## src/rtl/mips_cpu_pkg.sv

```systemverilog
// Shared definitions for the multi-cycle MIPS control path.
//   state_e    : control FSM state encoding (also exported on state_dbg)
//   OP_* / FUNCT_* : instruction field constants used by the decoder
//   pc_src_e   : PC source select encoding driven on pc_src
package mips_cpu_pkg;

    typedef enum logic [2:0] {
        ST_IDLE   = 3'd0,
        ST_FETCH  = 3'd1,
        ST_DECODE = 3'd2,
        ST_EXEC   = 3'd3,
        ST_MEM    = 3'd4,
        ST_WB     = 3'd5,
        ST_HALT   = 3'd6
    } state_e;

    localparam logic [5:0] OP_RTYPE = 6'h00;
    localparam logic [5:0] OP_BEQ   = 6'h04;
    localparam logic [5:0] OP_BNE   = 6'h05;
    localparam logic [5:0] OP_ADDIU = 6'h09;
    localparam logic [5:0] OP_LUI   = 6'h0F;
    localparam logic [5:0] OP_LW    = 6'h23;
    localparam logic [5:0] OP_SW    = 6'h2B;

    localparam logic [5:0] FUNCT_JR = 6'h08;

    // ALU opcode used for load/store effective-address computation.
    localparam logic [5:0] ALU_OP_ADDR = 6'h09;

    typedef enum logic [1:0] {
        PC_SRC_SEQ    = 2'd0,
        PC_SRC_BRANCH = 2'd1,
        PC_SRC_RS     = 2'd2
    } pc_src_e;

endpackage

```

## src/rtl/mips_cpu_control_fsm_if.sv

```systemverilog
// Memory handshake between the control FSM and the memory port.
//   mem_read, mem_write : access strobes (never both high)
//   addr_sel            : 0 = PC address (fetch), 1 = ALU address (data)
//   waitrequest         : memory stall, hold the current access while high
interface mips_cpu_mem_if;

    logic mem_read;
    logic mem_write;
    logic addr_sel;
    logic waitrequest;

    modport master (
        output mem_read,
        output mem_write,
        output addr_sel,
        input  waitrequest
    );

    modport slave (
        input  mem_read,
        input  mem_write,
        input  addr_sel,
        output waitrequest
    );

endinterface

```

## src/rtl/mips_cpu_control_fsm_decode.sv

```systemverilog
// Combinational opcode classification for the control FSM.
//   opcode, funct : instruction fields from the IR
//   is_*          : one-hot-or-zero instruction class flags
module mips_cpu_decode
    import mips_cpu_pkg::*;
(
    input  logic [5:0] opcode,
    input  logic [5:0] funct,
    output logic       is_rtype_alu,
    output logic       is_itype_alu,
    output logic       is_branch,
    output logic       is_jr,
    output logic       is_load,
    output logic       is_store
);

    always_comb begin
        is_rtype_alu = (opcode == OP_RTYPE) && (funct != FUNCT_JR);
        is_jr        = (opcode == OP_RTYPE) && (funct == FUNCT_JR);
        is_itype_alu = (opcode >= OP_ADDIU) && (opcode <= OP_LUI);
        is_branch    = (opcode == OP_BEQ) || (opcode == OP_BNE);
        is_load      = (opcode == OP_LW);
        is_store     = (opcode == OP_SW);
    end

endmodule

```

## src/rtl/mips_cpu_control_fsm.sv

```systemverilog
// Multi-cycle MIPS control FSM: IDLE -> FETCH -> DECODE -> EXEC -> (MEM) -> (WB).
//   clk, reset          : rising-edge clock, asynchronous active-high reset
//   opcode, funct       : IR fields (IR is stable outside FETCH)
//   sig_branch          : ALU branch-taken flag, valid in EXEC
//   jump_target_zero    : jr target is 0, which halts the CPU
//   mem                 : memory handshake (read/write/addr_sel/waitrequest)
//   active ... pc_src   : datapath strobes and selects
//   alu_control/opcode  : ALU function codes, driven only in EXEC
//   state_dbg           : current state encoding
module mips_cpu_control_fsm
    import mips_cpu_pkg::*;
#(
    parameter int unsigned FETCH_WAIT_MAX = 0
) (
    input  logic                 clk,
    input  logic                 reset,
    input  logic [5:0]           opcode,
    input  logic [5:0]           funct,
    input  logic                 sig_branch,
    input  logic                 jump_target_zero,
    mips_cpu_mem_if.master       mem,
    output logic                 active,
    output logic                 ir_write,
    output logic                 pc_write,
    output logic                 reg_write,
    output logic                 reg_dst,
    output logic                 mem_to_reg,
    output logic [1:0]           pc_src,
    output logic [5:0]           alu_control,
    output logic [5:0]           alu_opcode,
    output logic [2:0]           state_dbg
);

    state_e state, state_next;

    logic is_rtype_alu, is_itype_alu, is_branch, is_jr, is_load, is_store;

    mips_cpu_decode u_decode (
        .opcode       (opcode),
        .funct        (funct),
        .is_rtype_alu (is_rtype_alu),
        .is_itype_alu (is_itype_alu),
        .is_branch    (is_branch),
        .is_jr        (is_jr),
        .is_load      (is_load),
        .is_store     (is_store)
    );

    always_ff @(posedge clk or posedge reset) begin
        if (reset) begin
            state <= ST_IDLE;
        end else begin
            state <= state_next;
        end
    end

    always_comb begin
        state_next    = state;
        active        = 1'b0;
        mem.mem_read  = 1'b0;
        mem.mem_write = 1'b0;
        mem.addr_sel  = 1'b0;
        ir_write      = 1'b0;
        pc_write      = 1'b0;
        reg_write     = 1'b0;
        reg_dst       = 1'b0;
        mem_to_reg    = 1'b0;
        pc_src        = PC_SRC_SEQ;
        alu_control   = '0;
        alu_opcode    = '0;

        unique case (state)
            ST_IDLE: begin
                state_next = ST_FETCH;
            end

            ST_FETCH: begin
                active       = 1'b1;
                mem.mem_read = 1'b1;
                // IR load and PC+4 update happen only on the cycle the read completes.
                if (!mem.waitrequest) begin
                    ir_write   = 1'b1;
                    pc_write   = 1'b1;
                    state_next = ST_DECODE;
                end
            end

            ST_DECODE: begin
                active     = 1'b1;
                state_next = ST_EXEC;
            end

            ST_EXEC: begin
                active      = 1'b1;
                alu_control = funct;
                alu_opcode  = (is_load || is_store) ? ALU_OP_ADDR : opcode;
                if (is_rtype_alu || is_itype_alu) begin
                    state_next = ST_WB;
                end else if (is_branch) begin
                    pc_write   = sig_branch;
                    pc_src     = PC_SRC_BRANCH;
                    state_next = ST_FETCH;
                end else if (is_jr) begin
                    pc_write   = 1'b1;
                    pc_src     = PC_SRC_RS;
                    state_next = jump_target_zero ? ST_HALT : ST_FETCH;
                end else if (is_load || is_store) begin
                    state_next = ST_MEM;
                end else begin
                    state_next = ST_FETCH;
                end
            end

            ST_MEM: begin
                active        = 1'b1;
                mem.addr_sel  = 1'b1;
                mem.mem_read  = is_load;
                mem.mem_write = is_store;
                if (!mem.waitrequest) begin
                    state_next = is_load ? ST_WB : ST_FETCH;
                end
            end

            ST_WB: begin
                active     = 1'b1;
                reg_write  = 1'b1;
                reg_dst    = is_rtype_alu;
                mem_to_reg = is_load;
                state_next = ST_FETCH;
            end

            ST_HALT: begin
                state_next = ST_HALT;
            end

            default: begin
                state_next = ST_IDLE;
            end
        endcase
    end

    assign state_dbg = state;

    // Debug-only watchdog on consecutive fetch stall cycles; absent when the bound is 0.
    generate
        if (FETCH_WAIT_MAX > 0) begin : g_fetch_watchdog
            int unsigned stall_cnt;

            always_ff @(posedge clk or posedge reset) begin
                if (reset) begin
                    stall_cnt <= '0;
                end else if (state == ST_FETCH && mem.waitrequest) begin
                    stall_cnt <= stall_cnt + 1;
                end else begin
                    stall_cnt <= '0;
                end
            end

            always_ff @(posedge clk) begin
                if (!reset) begin
                    assert (stall_cnt <= FETCH_WAIT_MAX);
                end
            end
        end
    endgenerate

endmodule

```

## src/flat_wrapper.sv

```systemverilog
// flat-port wrapper written by rule: the top's interface ports become plain ports
module mips_cpu_control_fsm_flat import mips_cpu_pkg::*;
#(
    parameter int unsigned FETCH_WAIT_MAX = 0
)
  (clk, reset, opcode, funct, sig_branch, jump_target_zero, active, ir_write, pc_write, reg_write, reg_dst, mem_to_reg, pc_src, alu_control, alu_opcode, state_dbg, mem_mem_read, mem_mem_write, mem_addr_sel, mem_waitrequest);
  mips_cpu_mem_if mem_i ();
  input  logic clk;
  input  logic reset;
  input  logic [5:0] opcode;
  input  logic [5:0] funct;
  input  logic sig_branch;
  input  logic jump_target_zero;
  output logic active;
  output logic ir_write;
  output logic pc_write;
  output logic reg_write;
  output logic reg_dst;
  output logic mem_to_reg;
  output logic [1:0] pc_src;
  output logic [5:0] alu_control;
  output logic [5:0] alu_opcode;
  output logic [2:0] state_dbg;
  output wire logic [$bits(mem_i.mem_read)-1:0] mem_mem_read;
  output wire logic [$bits(mem_i.mem_write)-1:0] mem_mem_write;
  output wire logic [$bits(mem_i.addr_sel)-1:0] mem_addr_sel;
  input wire logic [$bits(mem_i.waitrequest)-1:0] mem_waitrequest;
  assign mem_mem_read = mem_i.mem_read;
  assign mem_mem_write = mem_i.mem_write;
  assign mem_addr_sel = mem_i.addr_sel;
  assign mem_i.waitrequest = mem_waitrequest;
  mips_cpu_control_fsm #(.FETCH_WAIT_MAX(FETCH_WAIT_MAX)) u_core (.clk(clk), .reset(reset), .opcode(opcode), .funct(funct), .sig_branch(sig_branch), .jump_target_zero(jump_target_zero), .mem(mem_i), .active(active), .ir_write(ir_write), .pc_write(pc_write), .reg_write(reg_write), .reg_dst(reg_dst), .mem_to_reg(mem_to_reg), .pc_src(pc_src), .alu_control(alu_control), .alu_opcode(alu_opcode), .state_dbg(state_dbg));
endmodule
```

## config.mk

```make
export PLATFORM = sky130hd
export DESIGN_NAME = mips_cpu_control_fsm_flat
export DESIGN_NICKNAME = d
export VERILOG_FILES = /design/src/rtl/mips_cpu_pkg.sv /design/src/rtl/mips_cpu_control_fsm_if.sv /design/src/rtl/mips_cpu_control_fsm_decode.sv /design/src/rtl/mips_cpu_control_fsm.sv /design/src/flat_wrapper.sv
export SDC_FILE = /design/constraint.sdc
export NUM_CORES = 1
export LEC_CHECK = 0
export CAP_MARGIN = 20
export CORE_AREA = 3 3 47 49
export DETAILED_ROUTE_END_ITERATION = 8
export DIE_AREA = 0 0 50 52
export GPL_ROUTABILITY_DRIVEN = 0
export PLACE_DENSITY = 0.71
export SLEW_MARGIN = 20
export SYNTH_ARGS = -nofsm -noshare
export SYNTH_HDL_FRONTEND = slang
export SYNTH_SLANG_ARGS = --single-unit
```

## constraint.sdc

```tcl
create_clock -name clk -period 1.5 [get_ports clk]
set_input_delay 0.3 -clock clk [delete_from_list [all_inputs] [get_ports clk]]
set_output_delay 0.3 -clock clk [all_outputs]
set_load 0.02 [all_outputs]
```

Word-level counts from Yosys, hierarchy flattened
Index checks and enable logic that the tools add are counted.
- $lt $le $gt $ge: 2
- eq/ne operators: 14
- mux-type cells: 29
- reduce and logical (&&, ||, !) cells: 11
- operators with widths (operator ; number):
    $mux 3 ; 8
    $mux 6 ; 3
    $pmux 3 s6 ; 1
    $eq 6x3->1 const B ; 2
    $eq 6x6->1 const B ; 2
    $mux 1 ; 11
    $eq 3x3->1 const B ; 3
    $mux 2 ; 4
    $eq 3x2->1 const B ; 2
    $eq 6x4->1 const B ; 1
    $ge 6x4->1 const B ; 1
    $le 6x4->1 const B ; 1
    $logic_not 6->1 ; 1
    $ne 6x4->1 const B ; 1
    $reduce_or 5->1 ; 1
    $ne 2x2->1 const B ; 2
    $pmux 1 s2 ; 2
    $eq 3x1->1 const B ; 1
    $logic_and 1x1->1 ; 3
    $logic_not 3->1 ; 1
    $logic_or 1x1->1 ; 3
    $reduce_and 2->1 ; 1
    $reduce_or 2->1 ; 1
- register bits after elaboration: 3
- bits of input ports: 17
- output and inout port bits: 26
- logic and storage cells: 57

Logic depth before layout (Yosys ltp)
- word-level depth: 7
- mapped depth: 6
- gate-level depth less buffers: 4

Modules after synthesis
Synthesis repeated with hierarchy kept, for this count alone.
- cells, all modules: 69
- area, all modules: 510.5 µm²
- by module, submodules not included (module ; times used ; cells each ; area an instance (µm²) ; sequential area each (µm²)):
    mips_cpu_control_fsm ; 1 ; 56 ; 421.7 ; 75.1
    mips_cpu_decode ; 1 ; 13 ; 88.8 ; 0.0

Worst setup path before layout
Ideal clock, no wire load.
- path kind: flip-flop to output port
- from: reg u_core.state[1], in the netlist u_core.state_dbg[1]
- to: out reg_dst
- data arrival time: 1.461 ns
- required time: 1.200 ns
- setup slack: -0.261 ns
- cell stages (with the launch flop): 5
- path buffers: 1
- cells stage by stage: dfrtp_1 > buf_4 > nor2b_1 > nand2_1 > a211oi_1
- word-level cells in the longest chain between the ends: 2
- ends and longest elaborated chain (element ; line ; text):
    start: declaration ; mips_cpu_control_fsm.sv:34 ; state_e state, state_next;
    start signal: assignment ; mips_cpu_control_fsm.sv:53 ; state <= state_next;
    $eq 3x3->1 ; mips_cpu_control_fsm.sv:72 ; unique case (state)
    $mux 1 ; mips_cpu_control_fsm.sv:72 ;
    end: declaration ; flat_wrapper.sv:18 ; output logic reg_dst;
Every way passes these cells.

Worst setup path in the final report
- from: reg u_core.state[0], in the netlist u_core.state_dbg[0]
- to: out mem_mem_read
- word-level cells in the longest chain between the ends: 2
- elaborated cells on any way between the ends: 3
- classes of those cells: eq/ne: 2; mux: 1
- ends and longest elaborated chain (element ; line ; text):
    $eq 3x3->1 / $eq 3x1->1 (equally long branches) ; mips_cpu_control_fsm.sv:72 ;
    $pmux 1 s2 (*) ; mips_cpu_control_fsm.sv:72 ;
    end: declaration ; flat_wrapper.sv:24 ; output wire logic [$bits(mem_i.mem_read)-1:0] mem_mem_read;
Every way passes the cells marked *; elsewhere a longest branch is shown, timed or not.

==> impl_metrics.csv <==
group,metric,value,unit
clock_tree,root_buffer,"clkbuf_4",
cells_and_area,drive_gt1_share,77.9,%
drt,first_iter_violations,14,
logic_synthesis,ys_types,32,
timing,fin_ws,-0.243,ns
clock_tree,htreeDepth,1,
cells_and_area,fin_area,0.00151,sq mm
cells_and_area,antenna_cells,0,
drt,ant_nets,0,
clock_tree,holdBufCountCts,0,
cells_and_area,fin_nets,167,
timing,finalCritPeriodShare,116,%
pwr,p_leak,0.722,nW
logic_synthesis,synthArstFlopShare,100,%
cells_and_area,largest_register_ffs,3,
logic_synthesis,netlist_area,485,sq um
logic_synthesis,synth_top_family_by_area,"simple AND/OR/NAND/NOR gates",
timing,rsz0062_at_grt,"yes",
die,die_height,52,um
timing,final_hold_viol_count,0,
logic_synthesis,synth-edff-count,0,
logic_synthesis,synth_cells,69,
timing,fin_crit,1.74,ns
logic_synthesis,ys_seq_elements,3,
logic_synthesis,yosys.area_share.adder,0,%
timing,fmax,0.574,GHz
global_route,grt_max_degree,8,
logic_synthesis,ys.flop_type,"dfrtp_1",
global_route,grt_util_all_layers,20.1,%
critical_path,crit_arrival,1.44,ns
drt,drt_wl_total,2500,um
critical_path,worstPathCellList,"nand2b_4, or3_4, a21oi_4, buf_6",
critical_path,worstPathRequired,1.20,ns
run_status,status,"complete, but fails checks",
critical_path,cpMaxStageDelayCell,"dfrtp_2",
drt,wl_per_cell,14.2,um
timing,maxSlewHeadroom,80.2,%
critical_path,critPathLaunchType,"register",
cells_and_area,final_util,79.2,%
drt,via_per_inst,4.73,
logic_synthesis,synth_simple_gate_area_share,62.4,%
die,row_count,16,
placed_design,dpl_worst_slack,-1.12,ns
logic_synthesis,yosysSeqAreaShare,15.5,%
drt,dr.pass1.iters,4,
timing,setup_violations,23,
global_route,grt_pass1_vias,879,
cells_and_area,syn2layout_area_growth,210,%
job,maxCapViolations,0,
global_route,grt.overflow.total,0,
die,dieWidth,50,um
die,dieArea,0.00260,sq mm
die,start_util,25.5,%
timing,drv_slew,0,
clock_tree,numCtsBuffers,3,
clock_tree,clock_latency,0.23,ns
die,coreArea,0.00190,sq mm
placed_design,place_area,0.00122,sq mm
pwr,ir_worst_vdd,740,uV
placed_design,place_hpwl,1660,um
critical_path,slowest_delay,0.45,ns
critical_path,r2r_slack,0.13,ns
logic_synthesis,synthMuxAreaShare,0,%
timing,fin_skew,0.00300,ns
global_route,grt_pass1_wl,4020,um
critical_path,cp-end-kind,"primary output",
global_route,antenna_found_initial,0,
run_status,violations,"setup timing",
pwr,finalPower,0.00199,W
clock_tree,clockBufferDepth,2,
drt,vias,832,
logic_synthesis,yosysWarnings,0,
timing,worst_pin_slew,0.293,ns
worst_hold_path,hold_class,"in2async",
critical_path,critPathMaxFanout,5,
logic_synthesis,synth-xor-area-share,0,%
clock_tree,cts_tree,"built",
placed_design,io_buffers,42,
clock_tree,cts.clk_slew.worst_paths,0.04,ns
logic_synthesis,syn-num-nets,86,
logic_synthesis,synth-compound-area-share,15.2,%
pwr,power_density,1320,mW/mm^2
drt,drc_errors,0,
critical_path,worstSetupPathType,"reg2out",
logic_synthesis,avgSynthCellArea,7.04,sq um
die,io_pins,43,
clock_tree,cts.sinks,3,
## cells by family after synthesis
logic type             count (synthesis)
AOI/OAI and AO/OA                     10
buffers and inverters                  7
DFF                                    3
and+or+nand+nor                       49
## final timing paths
path,endpoint,start,cells after the start
max,mem_mem_read,u_core.state_dbg[0],4
max in group asynchronous,u_core.state_dbg[0],reset,2
min,u_core.state_dbg[1],reset,2
min in group clk,u_core.state_dbg[2],opcode[4],5
max reg2reg,u_core.state_dbg[2],u_core.state_dbg[2],4
min reg2reg,u_core.state_dbg[0],u_core.state_dbg[2],2
## layer usage
layer  vias up  wire length, um  track usage [%]
li1        402                -                -
met1       389              921             20.9
met2        39             1370             39.8
met3         2              202             6.30
met4         0               10             2.76
met5         -                0                0
## per-stage QoR
| stage | TNS, ns | hold WS [ns] | cells |
|---|---|---|---|
| 2_1_floorplan | -0.173 | 0.0536 | 69 |
| 3_3_place_gp | -15.83 | 0.472 | 162 |
| 3_5_place_dp | -16.19 | 0.481 | 162 |
| 4_1_cts | -2.05 | 0.230 | 175 |
| 5_1_grt | -3.64 | 0.253 | 176 |
| 6_report | -2.37 | 0.232 | 176 |
## power by group
part	total (W)	internal [W]	switching, W
Combinational	0.00166	0.000918	0.000745
Sequential	0.000184	0.000115	0.0000691
Clock	0.000139	0.0000995	0.0000394
## Yosys cell counts (2+ instances only)
cell | instances | area share [%]
nor4b_1 | 2 | 3.6
nand2_1 | 6 | 4.6
and3_1 | 2 | 2.6
nand2b_1 | 3 | 3.9
nor2_1 | 9 | 7.0
inv_1 | 4 | 3.1
nor3_1 | 3 | 3.1
and3_2 | 2 | 3.1
buf_4 | 2 | 3.1
nor2b_1 | 2 | 2.6
nand3_1 | 2 | 2.1
dfrtp_1 | 3 | 15
and2_1 | 10 | 13
## placed cells by master (no fill, tap or decap), types with 2 or more instances in the layout
cell type / Yosys / layout
dfrtp_2: 0 / 3
clkdlybuf4s50_1: 0 / 4
clkbuf_4: 0 / 3
nor2_1: 9 / 3
nand2_1: 6 / 2
nand3_1: 2 / 2
or2_4: 1 / 2
clkbuf_2: 0 / 2
and2_4: 0 / 10
nand2_4: 0 / 3
buf_2: 0 / 5
inv_1: 4 / 2
nand2b_1: 3 / 2
nor2_4: 0 / 5
buf_4: 2 / 22
buf_6: 0 / 39
inv_2: 0 / 2
clkdlybuf4s15_1: 0 / 2
nor3_2: 0 / 2
dlygate4sd2_1: 0 / 4
and3_4: 0 / 4
## what timing repair did
item | CTS | global route
gates cloned | 1 | 0
pin swaps | 15 | 12
hold endpoints to repair | 0 | 0
resized for setup | 216 | 23
setup buffers | 9 | 1
setup endpoints to repair | 29 | 24
## cell type report
| type | instances | area [sq um] |
|---|---|---|
| clock buffers | 4 | 26.3 |
| fillers | 125 | 395 |
| inverters | 4 | 15.0 |
| multi-input cells | 59 | 603 |
| flip-flops and latches | 3 | 78.8 |
| well taps | 27 | 33.8 |
| repair buffers | 79 | 749 |
## worst max-delay path, delay by kind of cell (launching register included)
kind,cells,cell delay (ns)
compound gates,1,0.13
flops,1,0.45
simple gates,2,0.51
buf+inv,1,0.13
Note: power is estimated with default switching activity, not from simulation.
